## src/rtl/sw_btn_input.sv

```systemverilog
// Switch/button input block: 2-flop sync, per-line debounce, sticky rising-edge button
// events and a registered read port. Optional `SW_BTN_IRQ_EN adds a one-cycle irq pulse.

module sw_btn_deb #(
    parameter logic [15:0] DEBOUNCE_CYCLES = 16'd20000
) (
    input  logic clk,
    input  logic rst,
    input  logic raw,
    output logic stable,
    output logic rise
);
    logic        sync1, sync2;
    logic [15:0] cnt;
    logic        done;

    // done marks the edge where a persistent difference is accepted
    assign done = (sync2 != stable) && (cnt == DEBOUNCE_CYCLES - 16'd1);
    assign rise = done && sync2;

    always_ff @(posedge clk or negedge rst) begin
        if (!rst) begin
            sync1  <= 1'b0;
            sync2  <= 1'b0;
            cnt    <= '0;
            stable <= 1'b0;
        end else begin
            sync1 <= raw;
            sync2 <= sync1;
            if (sync2 == stable) begin
                cnt <= '0;
            end else if (done) begin
                stable <= sync2;
                cnt    <= '0;
            end else begin
                cnt <= cnt + 16'd1;
            end
        end
    end
endmodule

module sw_btn_input #(
    parameter logic [15:0] DEBOUNCE_CYCLES = 16'd20000,
    parameter int          BTN_W           = 5
) (
    input  logic             clk,
    input  logic             rst,
    input  logic [15:0]      sw_i,
    input  logic [BTN_W-1:0] btn_i,
    input  logic             rd_en,
    input  logic [1:0]       rd_addr,
    output logic [31:0]      rd_data,
    output logic [15:0]      sw_stable,
    output logic             evt_pending
`ifdef SW_BTN_IRQ_EN
    ,
    output logic             irq
`endif
);
    localparam int NUM_LINES = 16 + BTN_W;

    logic [NUM_LINES-1:0] raw, stable, rise;
    logic [BTN_W-1:0]     stable_btn, rise_btn, evt, evt_clr;
    logic [31:0]          rd_next;

    assign raw        = {btn_i, sw_i};
    assign sw_stable  = stable[15:0];
    assign stable_btn = stable[NUM_LINES-1:16];
    assign rise_btn   = rise[NUM_LINES-1:16];

    genvar i;
    generate
        for (i = 0; i < NUM_LINES; i++) begin : g_lane
            sw_btn_deb #(.DEBOUNCE_CYCLES(DEBOUNCE_CYCLES)) u_lane (
                .clk    (clk),
                .rst    (rst),
                .raw    (raw[i]),
                .stable (stable[i]),
                .rise   (rise[i])
            );
        end
    endgenerate

    assign evt_pending = |evt;

    // Only the bits returned by an addr-2 read are cleared; a same-edge rise survives.
    assign evt_clr = (rd_en && rd_addr == 2'd2) ? evt : '0;

    always_comb begin
        rd_next = '0;
        case (rd_addr)
            2'd0: rd_next[15:0]      = sw_stable;
            2'd1: rd_next[BTN_W-1:0] = stable_btn;
            2'd2: rd_next[BTN_W-1:0] = evt;
            2'd3: rd_next[1:0]       = {evt_pending, |stable_btn};
            default: rd_next = '0;
        endcase
    end

    always_ff @(posedge clk or negedge rst) begin
        if (!rst) begin
            evt     <= '0;
            rd_data <= '0;
        end else begin
            evt <= (evt & ~evt_clr) | rise_btn;
            if (rd_en) rd_data <= rd_next;
        end
    end

`ifdef SW_BTN_IRQ_EN
    logic pend_d;

    // Pulse once on the zero -> non-zero transition of the event set.
    always_ff @(posedge clk or negedge rst) begin
        if (!rst) begin
            pend_d <= 1'b0;
            irq    <= 1'b0;
        end else begin
            pend_d <= evt_pending;
            irq    <= evt_pending && !pend_d;
        end
    end
`endif
endmodule

```

## config.mk

```make
export PLATFORM = sky130hd
export DESIGN_NAME = sw_btn_input
export DESIGN_NICKNAME = d
export VERILOG_FILES = /design/src/rtl/sw_btn_input.sv
export SDC_FILE = /design/constraint.sdc
export NUM_CORES = 1
export LEC_CHECK = 0
export BUFFER_PORTS_ARGS = -buffer_cell sky130_fd_sc_hd__buf_2
export CAP_MARGIN = 25
export CORE_AREA = 2 2 212 214
export DETAILED_ROUTE_END_ITERATION = 10
export DIE_AREA = 0 0 214 216
export HOLD_SLACK_MARGIN = 0.02
export SLEW_MARGIN = 0
export SYNTH_ARGS = -nofsm -noshare
export SYNTH_HDL_FRONTEND = slang
export SYNTH_SLANG_ARGS = --single-unit
export TNS_END_PERCENT = 5
```

## constraint.sdc

```tcl
create_clock -name clk -period 4.15 [get_ports clk]
set_input_delay 0.6225 -clock clk [delete_from_list [all_inputs] [get_ports clk]]
set_output_delay 0.6225 -clock clk [all_outputs]
set_load 0.02 [all_outputs]
```

==> tab_implementation.tex <==
\begin{tabular}{lr}
\hline
Metric & Value \\
\hline
\multicolumn{2}{l}{\textbf{Flow run}} \\
\quad Count of maximum capacitance violations & 0 \\
\multicolumn{2}{l}{\textbf{Die}} \\
\quad Number of rows created at floorplan & 77 \\
\quad Total I/O pin count & 75 \\
\quad Vertical die dimension & 216 um \\
\quad Core Area & 0.0438 sq mm \\
\quad Effective utilization at floorplan & 44.7\% \\
\quad Overall die area & 0.0462 sq mm \\
\quad Horizontal die dimension & 214 um \\
\multicolumn{2}{l}{\textbf{Clocking}} \\
\quad CTS buffer count & 48 \\
\quad Clock transition at the registers of the reported paths & 0.06 ns \\
\quad Insertion delay of the later-clocked pin in the worst-skew pair & 0.59 ns \\
\quad Cell at the root of the clock tree & clkbuf\_16 \\
\quad CTS tree & yes \\
\quad Post-CTS repair timing setup buffer count & 0 \\
\quad TritonCTS sink count & 420 \\
\quad Number of buffers on the longest clock path & 3 \\
\quad H-Tree Level Count & 2 \\
\quad CTS-repair resized insts & 0 \\
\quad CTS hold repair buffers & 0 \\
\multicolumn{2}{l}{\textbf{Logic synthesis}} \\
\quad Fraction of the yosys area taken by sequential cells & 53.7\% \\
\quad Yosys warning total & 0 \\
\quad Gate count of the mapped netlist & 1930 \\
\quad Netlist area before placement & 0.0196 sq mm \\
\quad Total of flip-flops plus latches after synthesis & 420 \\
\quad Cell variety after synth & 50 \\
\quad Avg Inst Size Synth & 10.1 sq um \\
\quad Async S/R FF share, synth & 100\% \\
\quad Number of enable-type register cells in the synthesized netlist & 0 \\
\quad Post-synth top flop & dfrtp\_1 \\
\multicolumn{2}{l}{\textbf{Critical path}} \\
\quad Data required time at the worst endpoint & 3.53 ns \\
\quad Number of cells traversed by the worst register-to-register path & 4 \\
\quad Critical path destination & evt\_pending \\
\quad Critical path capture point type & primary output \\
\quad Startpoint types & register \\
\quad Startpoint of the lowest-slack register-to-register path & g\_lane[19].u\_lane.cnt[6]\$\_DFF\_PN0\_ \\
\quad Critical path arrival & 2.00 ns \\
\quad Worst Setup SP & evt[2]\$\_DFF\_PN0\_ \\
\quad Setup slack, reg-to-reg & 2.08 ns \\
\quad Highest net fanout along the worst path & 3 \\
\quad Terminus of the critical flop-to-flop path & g\_lane[19].u\_lane.cnt[7]\$\_DFF\_PN0\_ \\
\quad Type of the worst setup path & reg -> out \\
\multicolumn{2}{l}{\textbf{Place}} \\
\quad DPL Wire Length & 23.9 mm \\
\quad Final estimated routing congestion in global placement & 0.804 \\
\quad IO buf count & 58 \\
\quad Number of cells in the design after placement & 2530 \\
\multicolumn{2}{l}{\textbf{Global routing}} \\
\quad Total global routing overflow & 0 \\
\quad Overall Global Routing Usage & 16.2\% \\
\quad Antenna violations before repair & 0 \\
\quad Number of global-route vias before repair & 13200 \\
\quad First-pass GRT wire length & 63.4 mm \\
\quad Maximum number of pins on one net before global-route repair & 104 \\
\multicolumn{2}{l}{\textbf{Timing}} \\
\quad Final TNS setup & 0 ns \\
\quad Period utilization & 63.2\% \\
\quad Transition time at the pin with the least slew margin & 1.06 ns \\
\quad Time the final worst path needs with I/O delays and setup & 2.62 ns \\
\quad Max Slew Vio Count & 0 \\
\quad Final hold vios & 0 \\
\quad RSZ-0062 raised after global routing & false \\
\quad Final worst clock skew & 0.0284 ns \\
\quad Number of failing setup endpoints in the final timing report & 0 \\
\quad Maximum achievable frequency & 0.382 GHz \\
\quad Slew headroom & 28.8\% \\
\multicolumn{2}{l}{\textbf{Finish}} \\
\quad Final standard cell count with taps included and fillers excluded & 2622 \\
\quad Most common cell after layout, fill and taps aside & dfrtp\_1 \\
\quad Fraction of layout instances using a drive strength above 1 & 9.51\% \\
\quad Fill count & 3989 \\
\quad Antenna cells & 0 \\
\quad \# nets final & 2038 \\
\quad Leading cell types in the layout, fill and taps excluded & dfrtp\_1, nor2\_1, xnor2\_1 \\
\quad Synthesis-to-layout area growth & 12.3\% \\
\multicolumn{2}{l}{\textbf{Pwr}} \\
\quad Leak & 9.13 nW \\
\quad Power density over the cells & 403 mW/mm\^{}2 \\
\quad VDD IR max & 0.334 mV \\
\multicolumn{2}{l}{\textbf{Routing}} \\
\quad Number of design-rule violations left by the first detailed-router iteration & 621 \\
\quad Total via count in the routed design & 13500 \\
\quad Post-DR vias/cell & 5.16 \\
\quad Detailed-router iteration count before antenna repair & 5 \\
\quad ANT nets after route & 0 \\
\quad Residual DRC & 0 \\
\quad DR WL/cell & 13.7 um \\
\quad Aggregate routed wire length & 36.0 mm \\
\multicolumn{2}{l}{\textbf{Hold path}} \\
\quad Hold crit path type & in -> async \\
\multicolumn{2}{l}{\textbf{Outcome}} \\
\quad Run status & finished, final reports clean \\
\hline
\end{tabular}
flip-flops by register name, summed over array words and instances (netlist names):
name                  cells
rd_data                  16
g_lane.u_lane.sync1      21
evt                       5
g_lane.u_lane.sync2      21
g_lane.u_lane.cnt       336
g_lane.u_lane.stable     21
stage by stage:
stage          power [mW]  setup slack [ns]  cell area, sq um  util (%)  hold WS, ns
2_1_floorplan        4.49              2.27             19600         -        0.327
3_3_place_gp         4.62              2.00             20300      46.4        0.333
3_5_place_dp         4.63              1.92             20300      46.4        0.336
4_1_cts              9.04              1.49             22000      50.1        0.105
5_1_grt              9.26              1.45             22000      50.2        0.114
6_report             8.87              1.53             22000      50.2       0.0460
routing by layer:
metal	GRT usage (%)	share of wire (%)
met5	0	0
met4	5.94	2.6
met3	3.17	4.0
met2	25.6	45
met1	22.2	48
cell usage after synthesis, types with 5 or more instances:
| master | instances | share of area, % |
|---|---|---|
| inv_1 | 64 | 1.2 |
| ha_1 | 21 | 1.3 |
| or3_1 | 22 | 0.70 |
| nand3_1 | 97 | 2.5 |
| nor4_1 | 82 | 2.6 |
| nor3_1 | 58 | 1.5 |
| nand2b_1 | 7 | 0.22 |
| nand4_1 | 111 | 3.5 |
| nand2b_2 | 5 | 0.22 |
| dfrtp_1 | 420 | 54 |
| and3_1 | 7 | 0.22 |
| clkbuf_1 | 23 | 0.44 |
| and4_1 | 24 | 1.1 |
| nor4b_1 | 9 | 0.40 |
| nand2_1 | 121 | 2.3 |
| xnor2_1 | 198 | 8.9 |
| or4_4 | 13 | 0.75 |
| buf_4 | 36 | 1.4 |
| xor2_1 | 101 | 4.5 |
| o21ai_1 | 8 | 0.20 |
| nor2_1 | 356 | 6.8 |
| mux2_1 | 5 | 0.29 |
| a21oi_1 | 24 | 0.61 |
| and2_1 | 10 | 0.32 |
| or4b_1 | 7 | 0.36 |
| mux2_2 | 15 | 0.86 |
| or4_1 | 16 | 0.61 |
| o21ai_0 | 25 | 0.64 |
worst max-delay path: stages, from the launching register on:
cell	delay, ns
dfrtp_1	0.39
or4_1	0.58
or2_2	0.30
buf_2	0.16
where the power goes:
group          switching [mW]  internal [mW]
combinational           0.216         0.0856
clock                    1.67           2.65
sequential             0.0710           4.17
total                    1.96           6.91
how the worst min path moves through the flow:
stage,startpoint,end,slack [ns],cells after the start
after CTS,btn_i[4],g_lane[20].u_lane.sync1$_DFF_PN0_,0.11,1
after floorplan,rst,evt[0]$_DFF_PN0_,0.33,0
after detailed placement,g_lane[17].u_lane.sync1$_DFF_PN0_,g_lane[17].u_lane.sync2$_DFF_PN0_,0.34,0
after global placement,g_lane[2].u_lane.sync1$_DFF_PN0_,g_lane[2].u_lane.sync2$_DFF_PN0_,0.33,0
final,rst,g_lane[13].u_lane.cnt[11]$_DFF_PN0_,0.05,1
after global routing,sw_i[4],g_lane[4].u_lane.sync1$_DFF_PN0_,0.11,1
cell type report:
type	count	area, sq um	share of cell area [%]
clock buffer	68	1400	6.35
clock inverter	21	245	1.11
inverter	64	240	1.09
multi-input combinational	1390	8460	38.5
sequential	420	10500	47.8
tap	592	741	3.37
timing repair buffer	67	405	1.84
cells by family after synthesis:
group                    count (synthesis)  share of synthesized area [%]
buffers and inverters                  135                           3.47
adder cells (fa/ha/maj)                 21                           1.34
XOR/XNOR                               299                           13.4
other                                    1                         0.0191
AO/OA/AOI/OAI                           68                           1.90
flip-flops                             420                           53.7
multiplexers                            25                           1.46
AND/OR/NAND/NOR                        961                           24.8
Power figures use the tool's default switching activity.
